`config.mk`:
```
export PLATFORM = sky130hd
export DESIGN_NAME = rom_loader
export DESIGN_NICKNAME = d
export VERILOG_FILES = /design/src/rtl/rom_loader.sv
export SDC_FILE = /design/constraint.sdc
export NUM_CORES = 1
export LEC_CHECK = 0
export ABC_AREA = 1
export CAP_MARGIN = 10
export CORE_UTILIZATION = 40
export DETAILED_ROUTE_END_ITERATION = 8
export GPL_TIMING_DRIVEN = 0
export PLACE_DENSITY = 0.59
export SLEW_MARGIN = 20
export SYNTH_ARGS = -nofsm -noshare
export SYNTH_HDL_FRONTEND = slang
export SYNTH_SLANG_ARGS = --single-unit
```
`constraint.sdc`:
```
create_clock -name clk -period 2.65 [get_ports clk]
set_input_delay 0.795 -clock clk [delete_from_list [all_inputs] [get_ports clk]]
set_output_delay 0.795 -clock clk [all_outputs]
set_load 0.02 [all_outputs]
```
`src/rtl/rom_loader.sv`:
```
// Program-memory loader: takes a COUNT / words / CHK byte stream, writes instruction
// words to consecutive ROM addresses and keeps the CPU core held until a load verifies.
module rom_loader #(
    parameter int ADDR_WIDTH = 8,
    parameter int WORD_BYTES = 3
) (
    input  logic                    clk,
    input  logic                    rst,
    input  logic                    start,
    input  logic [7:0]              in_data,
    input  logic                    in_valid,
    output logic                    in_ready,
    output logic                    w_enable,
    output logic [ADDR_WIDTH-1:0]   w_addr,
    output logic [8*WORD_BYTES-1:0] w_data,
    output logic                    cpu_hold,
    output logic                    busy,
    output logic                    done,
    output logic                    err
);

    localparam int DW    = 8 * WORD_BYTES;
    localparam int IDX_W = (WORD_BYTES > 1) ? $clog2(WORD_BYTES) : 1;

    typedef enum logic [2:0] {
        S_IDLE  = 3'd0,
        S_COUNT = 3'd1,
        S_BYTE  = 3'd2,
        S_WRITE = 3'd3,
        S_CHECK = 3'd4,
        S_DONE  = 3'd5,
        S_ERROR = 3'd6
    } state_t;

    state_t                state_r;
    state_t                state_nxt_s;
    logic [ADDR_WIDTH-1:0] count_r;
    logic [ADDR_WIDTH-1:0] addr_r;
    logic [ADDR_WIDTH-1:0] addr_inc_s;
    logic [IDX_W-1:0]      idx_r;
    logic [7:0]            chk_r;
    logic [DW-1:0]         word_r;
    logic                  in_ready_r;
    logic                  w_enable_r;
    logic                  cpu_hold_r;
    logic                  busy_r;
    logic                  done_r;
    logic                  err_r;
    logic                  accept_s;
    logic                  last_byte_s;
    logic                  last_word_s;

    // in_ready_r already mirrors the current state, so acceptance needs no path back to in_ready
    assign accept_s    = in_valid && in_ready_r;
    assign last_byte_s = (idx_r == IDX_W'(WORD_BYTES - 1));
    assign addr_inc_s  = addr_r + ADDR_WIDTH'(1);
    // Words written equals N once the incremented address wraps onto N (N=0 means a full sweep)
    assign last_word_s = (addr_inc_s == count_r);

    assign in_ready = in_ready_r;
    assign w_enable = w_enable_r;
    assign w_addr   = addr_r;
    assign w_data   = word_r;
    assign cpu_hold = cpu_hold_r;
    assign busy     = busy_r;
    assign done     = done_r;
    assign err      = err_r;

    // Next-state decode
    always_comb begin
        state_nxt_s = state_r;
        case (state_r)
            S_IDLE, S_DONE, S_ERROR: begin
                if (start) state_nxt_s = S_COUNT;
                else       state_nxt_s = state_r;
            end
            S_COUNT: begin
                if (accept_s) state_nxt_s = S_BYTE;
                else          state_nxt_s = S_COUNT;
            end
            S_BYTE: begin
                if (accept_s && last_byte_s) state_nxt_s = S_WRITE;
                else                         state_nxt_s = S_BYTE;
            end
            S_WRITE: begin
                if (last_word_s) state_nxt_s = S_CHECK;
                else             state_nxt_s = S_BYTE;
            end
            S_CHECK: begin
                if (accept_s) state_nxt_s = (in_data == chk_r) ? S_DONE : S_ERROR;
                else          state_nxt_s = S_CHECK;
            end
            default: state_nxt_s = S_IDLE;
        endcase
    end

    // State, datapath and registered outputs (outputs decoded from the next state)
    always_ff @(posedge clk or negedge rst) begin
        if (!rst) begin
            state_r    <= S_IDLE;
            count_r    <= '0;
            addr_r     <= '0;
            idx_r      <= '0;
            chk_r      <= 8'h00;
            word_r     <= '0;
            in_ready_r <= 1'b0;
            w_enable_r <= 1'b0;
            cpu_hold_r <= 1'b0;
            busy_r     <= 1'b0;
            done_r     <= 1'b0;
            err_r      <= 1'b0;
        end else begin
            state_r    <= state_nxt_s;
            in_ready_r <= (state_nxt_s == S_COUNT) || (state_nxt_s == S_BYTE) ||
                          (state_nxt_s == S_CHECK);
            busy_r     <= (state_nxt_s == S_COUNT) || (state_nxt_s == S_BYTE) ||
                          (state_nxt_s == S_WRITE) || (state_nxt_s == S_CHECK);
            w_enable_r <= (state_nxt_s == S_WRITE);
            cpu_hold_r <= (state_nxt_s != S_IDLE) && (state_nxt_s != S_DONE);

            case (state_r)
                S_IDLE, S_DONE, S_ERROR: begin
                    if (start) begin
                        done_r <= 1'b0;
                        err_r  <= 1'b0;
                        addr_r <= '0;
                        idx_r  <= '0;
                        chk_r  <= 8'h00;
                    end
                end
                S_COUNT: begin
                    if (accept_s) begin
                        count_r <= ADDR_WIDTH'(in_data);
                        chk_r   <= chk_r ^ in_data;
                    end
                end
                S_BYTE: begin
                    if (accept_s) begin
                        // Exactly WORD_BYTES shifts per word puts the first byte in the MSB
                        word_r <= (word_r << 8) | DW'(in_data);
                        chk_r  <= chk_r ^ in_data;
                        idx_r  <= last_byte_s ? '0 : idx_r + IDX_W'(1);
                    end
                end
                S_WRITE: begin
                    addr_r <= addr_inc_s;
                end
                S_CHECK: begin
                    if (accept_s) begin
                        if (in_data == chk_r) done_r <= 1'b1;
                        else                  err_r  <= 1'b1;
                    end
                end
                default: begin
                    idx_r <= '0;
                end
            endcase
        end
    end

endmodule

```
* Yosys cells after proc, flatten, opt, wreduce, memory -nomap -nowiden *
Cells that the tools add are included.

word-level totals
  latch bits = 0
  memories kept = 0
  memory bits (read-only) = 0
  bits of input ports = 12
  memory bits (writable) = 0
  word-level logic and storage cells = 81
  bits in registers = 59
  output and inout bits = 38

operators by class
  div/mod/pow operators = 0
  mux-type cells = 22
  multipliers = 0
  eq/ne operators = 20
  add/subtract/negate cells = 2
  order comparisons = 0
  shift operators = 0
  reductions and logical operators = 22
  bitwise gates (word level) = 3

operators by type and width
  kind                                                              count
  8-bit one-hot mux with 2 select lines                             2
  24-bit by 8-bit OR with 24-bit output                             1
  8-bit == test                                                     2
  8-bit two-way mux                                                 2
  3-bit one-hot mux with 5 select lines                             1
  3-bit by 2-bit == test with 1-bit output (second input constant)  4
  3-bit == test (second input constant)                             4
  2-bit two-way mux                                                 6
  2-bit != test (second input constant)                             5
  8-bit by 1-bit adder with 8-bit output (second input constant)    1
  4-bit AND reduction                                               2
  8-bit bitwise XOR                                                 1
  3-bit by 1-bit == test with 1-bit output (second input constant)  2
  1-bit two-way mux                                                 6
  3-bit two-way mux                                                 2
  2-bit one-hot mux with 3 select lines                             1
  2-bit AND reduction                                               3
  3-bit AND reduction                                               2
  2-bit nonzero test                                                3
  3-bit OR reduction                                                2
  1-bit logical OR                                                  4
  1-bit one-hot mux with 2 select lines                             2
  1-bit logical AND                                                 3
  3-bit zero test                                                   1
  other kinds (7)                                                   7

* Longest topological paths before layout *
  word-level depth = 8
  mapped depth = 16
  mapped depth without buffers = 16

* Worst setup path before layout *
OpenSTA, ideal clock, no wires.

  kind = in2reg
  start = input port in_valid
  end = register chk_r[1]
  required time = 2.523 ns
  path buffers = 0
  stages = 5
  setup time = 0.127 ns
  path slack = 0.779 ns
  arrival time = 1.743 ns
  cells stage by stage = nand2_1 > nor2_1 > inv_2 > nand2_1 > mux2_1

on the way
  word-level cells in the longest chain between the ends = 3

RTL lines
  what                                                line  RTL
  start, declared                                     11    input logic in_valid,
  1-bit logical AND                                   54    assign accept_s = in_valid && in_ready_r;
  2-bit by 1-bit != test with 1-bit output (no line)  --
  3-bit AND reduction (no line)                       --
  end signal, assigned                                134   chk_r <= chk_r ^ in_data;
  end signal, assigned                                141   chk_r <= chk_r ^ in_data;
  end, declared                                       41    logic [7:0] chk_r;

No other way between the ends.
A chain may end at the register's enable or synchronous reset.

* Worst setup path after layout *
  start = input port in_data[1]
  end = register cpu_hold_r, in the netlist cpu_hold

on the way
  word-level cells in the longest chain between the ends = 6
  elaborated cells on any way between the ends = 7
  classes of those cells = eq/ne: 2; mux: 3; reduce/logical: 2

RTL lines
  what                                                 line  RTL
  start, declared                                      10    input logic [7:0] in_data,
  8-bit == test (*)                                    90    if (accept_s) state_nxt_s = (in_data == chk_r) ? S_DONE : S_ERROR;
  2-bit two-way mux (*) (2 in series)                  90
  3-bit one-hot mux with 5 select lines (*)            72    case (state_r)
  3-bit != test or 3-bit nonzero test (tied branches)  119   cpu_hold_r <= (state_nxt_s != S_IDLE) && (state_nxt_s != S_DONE);
  1-bit logical AND (*)                                119
  end signal, assigned                                 119
  end, declared                                        45    logic cpu_hold_r;

Every way passes the cells marked *; elsewhere a longest branch is shown, timed or not.

==> impl_metrics.toml <==
[status]
status = "complete, no violations"

[synth]
syn-num-nets = 350
postSynthCellCount = 337
synthAdderAreaFrac = 0.00445
yosys_warnings = 0
synth.top_cell.area_share = 0.525
synth_compound_gate_area_share = 0.0997
synth_top_family_by_area = "simple AND/OR/NAND/NOR gates"
yosysTopAreaCell = "dfrtp_1"
synth.distinct_cells = 28
ys_seq_elements = 59
ys_seq_area_frac = 0.525
synthXorXnorAreaFrac = 0.0312
synth_mux_area_frac = 0.0280
yosys.area_share.simple = 0.238
synth_area_leaders = "dfrtp_1 53%, nand2_1 11%, inv_1 5.7%, o21ai_0 5.7%, nand3_1 5.2%"
syn_area_sq_um = 2810
syn_area_per_cell_sq_um = 8.34

[floorplanning]
pin_count = 50
fp-row-count = 30
die_area_sq_um = 7370
die_h_um = 85.8
coreArea_sq_um = 6790
die_w_um = 85.8
start_util = 0.414

[place]
portBuffers = 49
place_area_sq_um = 3450
gp_congestion = 0.850
dp_hpwl_mm = 4.58

[detailed_routing]
drt_iter0_drc = 197
wl_met2_mm = 2.86
top_layer = "met4"
viasPerCell = 4.74
wl_met1_mm = 3.07
wl_met3_um = 226
antenna_left = 0
drc = 0
wirelength_mm = 6.22
wire_per_inst_um = 12.5
first_pass_iters = 4
vias = 2358

[cells_and_area]
areaGrowthSynthToFinish_pct = 29.1
design_area_sq_um = 3630
diodes = 0
multiInputGateArea_sq_um = 1130
post-route-util = 0.534
layout.nets = 411
mostFrequentLayoutCells = "85 x nand2_1, 59 x dfrtp_1, 48 x clkdlybuf4s50_1"
final_common_cell = "nand2_1"
final_layout_size_suffix_gt1_frac = 0.0973
seq_area_sq_um = 1480
fillers = 666

[worst_setup_path]
reg2reg_setup_slack_ps = 640
crit_required_ps = 2870
path_max_fanout = 4
endpoint_kind = "flip-flop"
critPathLaunchType = "input pin"
critPathArrivalTime_ps = 2570
path_class = "in2reg"

[clocking]
root_buffer = "clkbuf_8"
clk_latency_ps = 330
cts.sinks = 59
cts_htree_levels = 3
clkTransAtPathRegs_ps = 70
tritoncts = "yes"
cts_setup_buffers = 0
post_cts_resized = 0
cts_made_buffers = 9
cts_max_path_buffers = 2
ctsHoldBuffers = 0

[sta]
clock_skew_ps = 6.82
setup_viol_count_final = 0
fin_crit_sh = 0.886
maxSlewHeadroom = 0.631
report.final.slew_viol_count = 0
final_hold_viol_count = 0
tightest_slew_ps = 552
rsz0062_at_grt = "no"
max_freq_mhz = 426
min_period_ps = 2350

[pwr]
p_per_area_nw_per_um2 = 1260
total_power_mw = 4.58
vdd_drop_max_mv = 0.636
p_leak_nw = 1.72

[global_routing]
antenna_found_initial = 0
gr-total-overflow = 0
grt_first_pass_wirelength_mm = 10.5
grt_max_degree = 50
grt_pass1_vias = 2215
grt_util_all_layers = 0.186

[min_path]
hp-class = "in2async"

[run]
max-cap-violations = 0
[cell usage after synthesis]
library cell and n:
inv_1 43, nor3_1 3, clkbuf_1 3, o21ai_1 1, xor2_1 5, dfrtp_1 59
nand2_1 85, inv_2 4, nor3_2 1, mux2_2 6, o21ai_0 32, a21oi_1 11
nand4_1 2, nand3_1 29, nand3_2 1, xnor2_1 5, o22ai_1 5, o21bai_1 1
buf_2 3, o211ai_1 2, nor2_1 19, nand3b_1 4, nor2_2 6, a31oi_1 1
mux2_1 1, ha_1 1, buf_1 1, nand2_2 3
[logic make-up (layout without fill, tap and decap cells)]
family,count (synthesis),in the layout
AO/OA/AOI/OAI,53,53
flip-flops,59,59
multiplexers,7,7
buffers and inverters,54,118
AND/OR/NAND/NOR,153,153
XOR/XNOR,10,10
adder cells (fa/ha/maj),1,1
[through the flow]
step                hold slack (ps)  setup slack [ps]  TNS, ps  instances
finish                          296               301        0        497
global route                    279               119        0        497
CTS                             290               289        0        497
detailed placement              476             -51.6     -100        483
global placement                473             -1180   -69620        482
floorplan                       449               779        0        337
[final cells by class]
| class | count | share of cell area |
|---|---|---|
| plain buffers | 7 | 0.00828 |
| multi-input cells | 224 | 0.311 |
| clock inverters | 3 | 0.0110 |
| repair buffers | 50 | 0.142 |
| flip-flops and latches | 59 | 0.407 |
| well taps | 96 | 0.0331 |
| clock buffers | 11 | 0.0390 |
| inverters | 47 | 0.0486 |
[critical path, stage by stage]
cell,delay [ps]
clkdlybuf4s50_1,540
xnor2_1,170
nand2_1,80
nor3_1,240
nand2_1,150
a21oi_1,230
nand2_2,110
nand2_2,80
nand2_1,50
nand2_1,70
nand2_1,50
[power by group]
part / total, mW / switching, mW / internal [mW]
combinational: 2.21 / 1.26 / 0.943
sequential: 1.58 / 0.285 / 1.30
clock: 0.791 / 0.344 / 0.447
total: 4.58 / 1.89 / 2.69
[metal layers]
layer | GRT usage | vias to the layer above
met5 | 0 | -
met4 | 0.0591 | 0
met3 | 0.0500 | 8
met2 | 0.285 | 41
met1 | 0.258 | 1105
li1 | - | 1204
[registers in the layout (all words and copies together), names as in the netlist]
signal    count
w_data       24
chk_r         8
count_r       8
w_addr        8
state_r       3
idx_r         2
busy          1
cpu_hold      1
done          1
err           1
in_ready      1
w_enable      1
[final timing paths]
path	start	end	cells past startpoint
worst max-delay path	in_data[1]	cpu_hold	11
min in group clk	idx_r[0]	w_enable	1
worst min-delay path	rst	w_addr[7]	1
max in group asynchronous	rst	chk_r[0]	2
worst min register to register	idx_r[0]	w_enable	1
worst max register to register	state_r[0]	chk_r[1]	8
No activity file was read; power rests on OpenSTA's default activity.
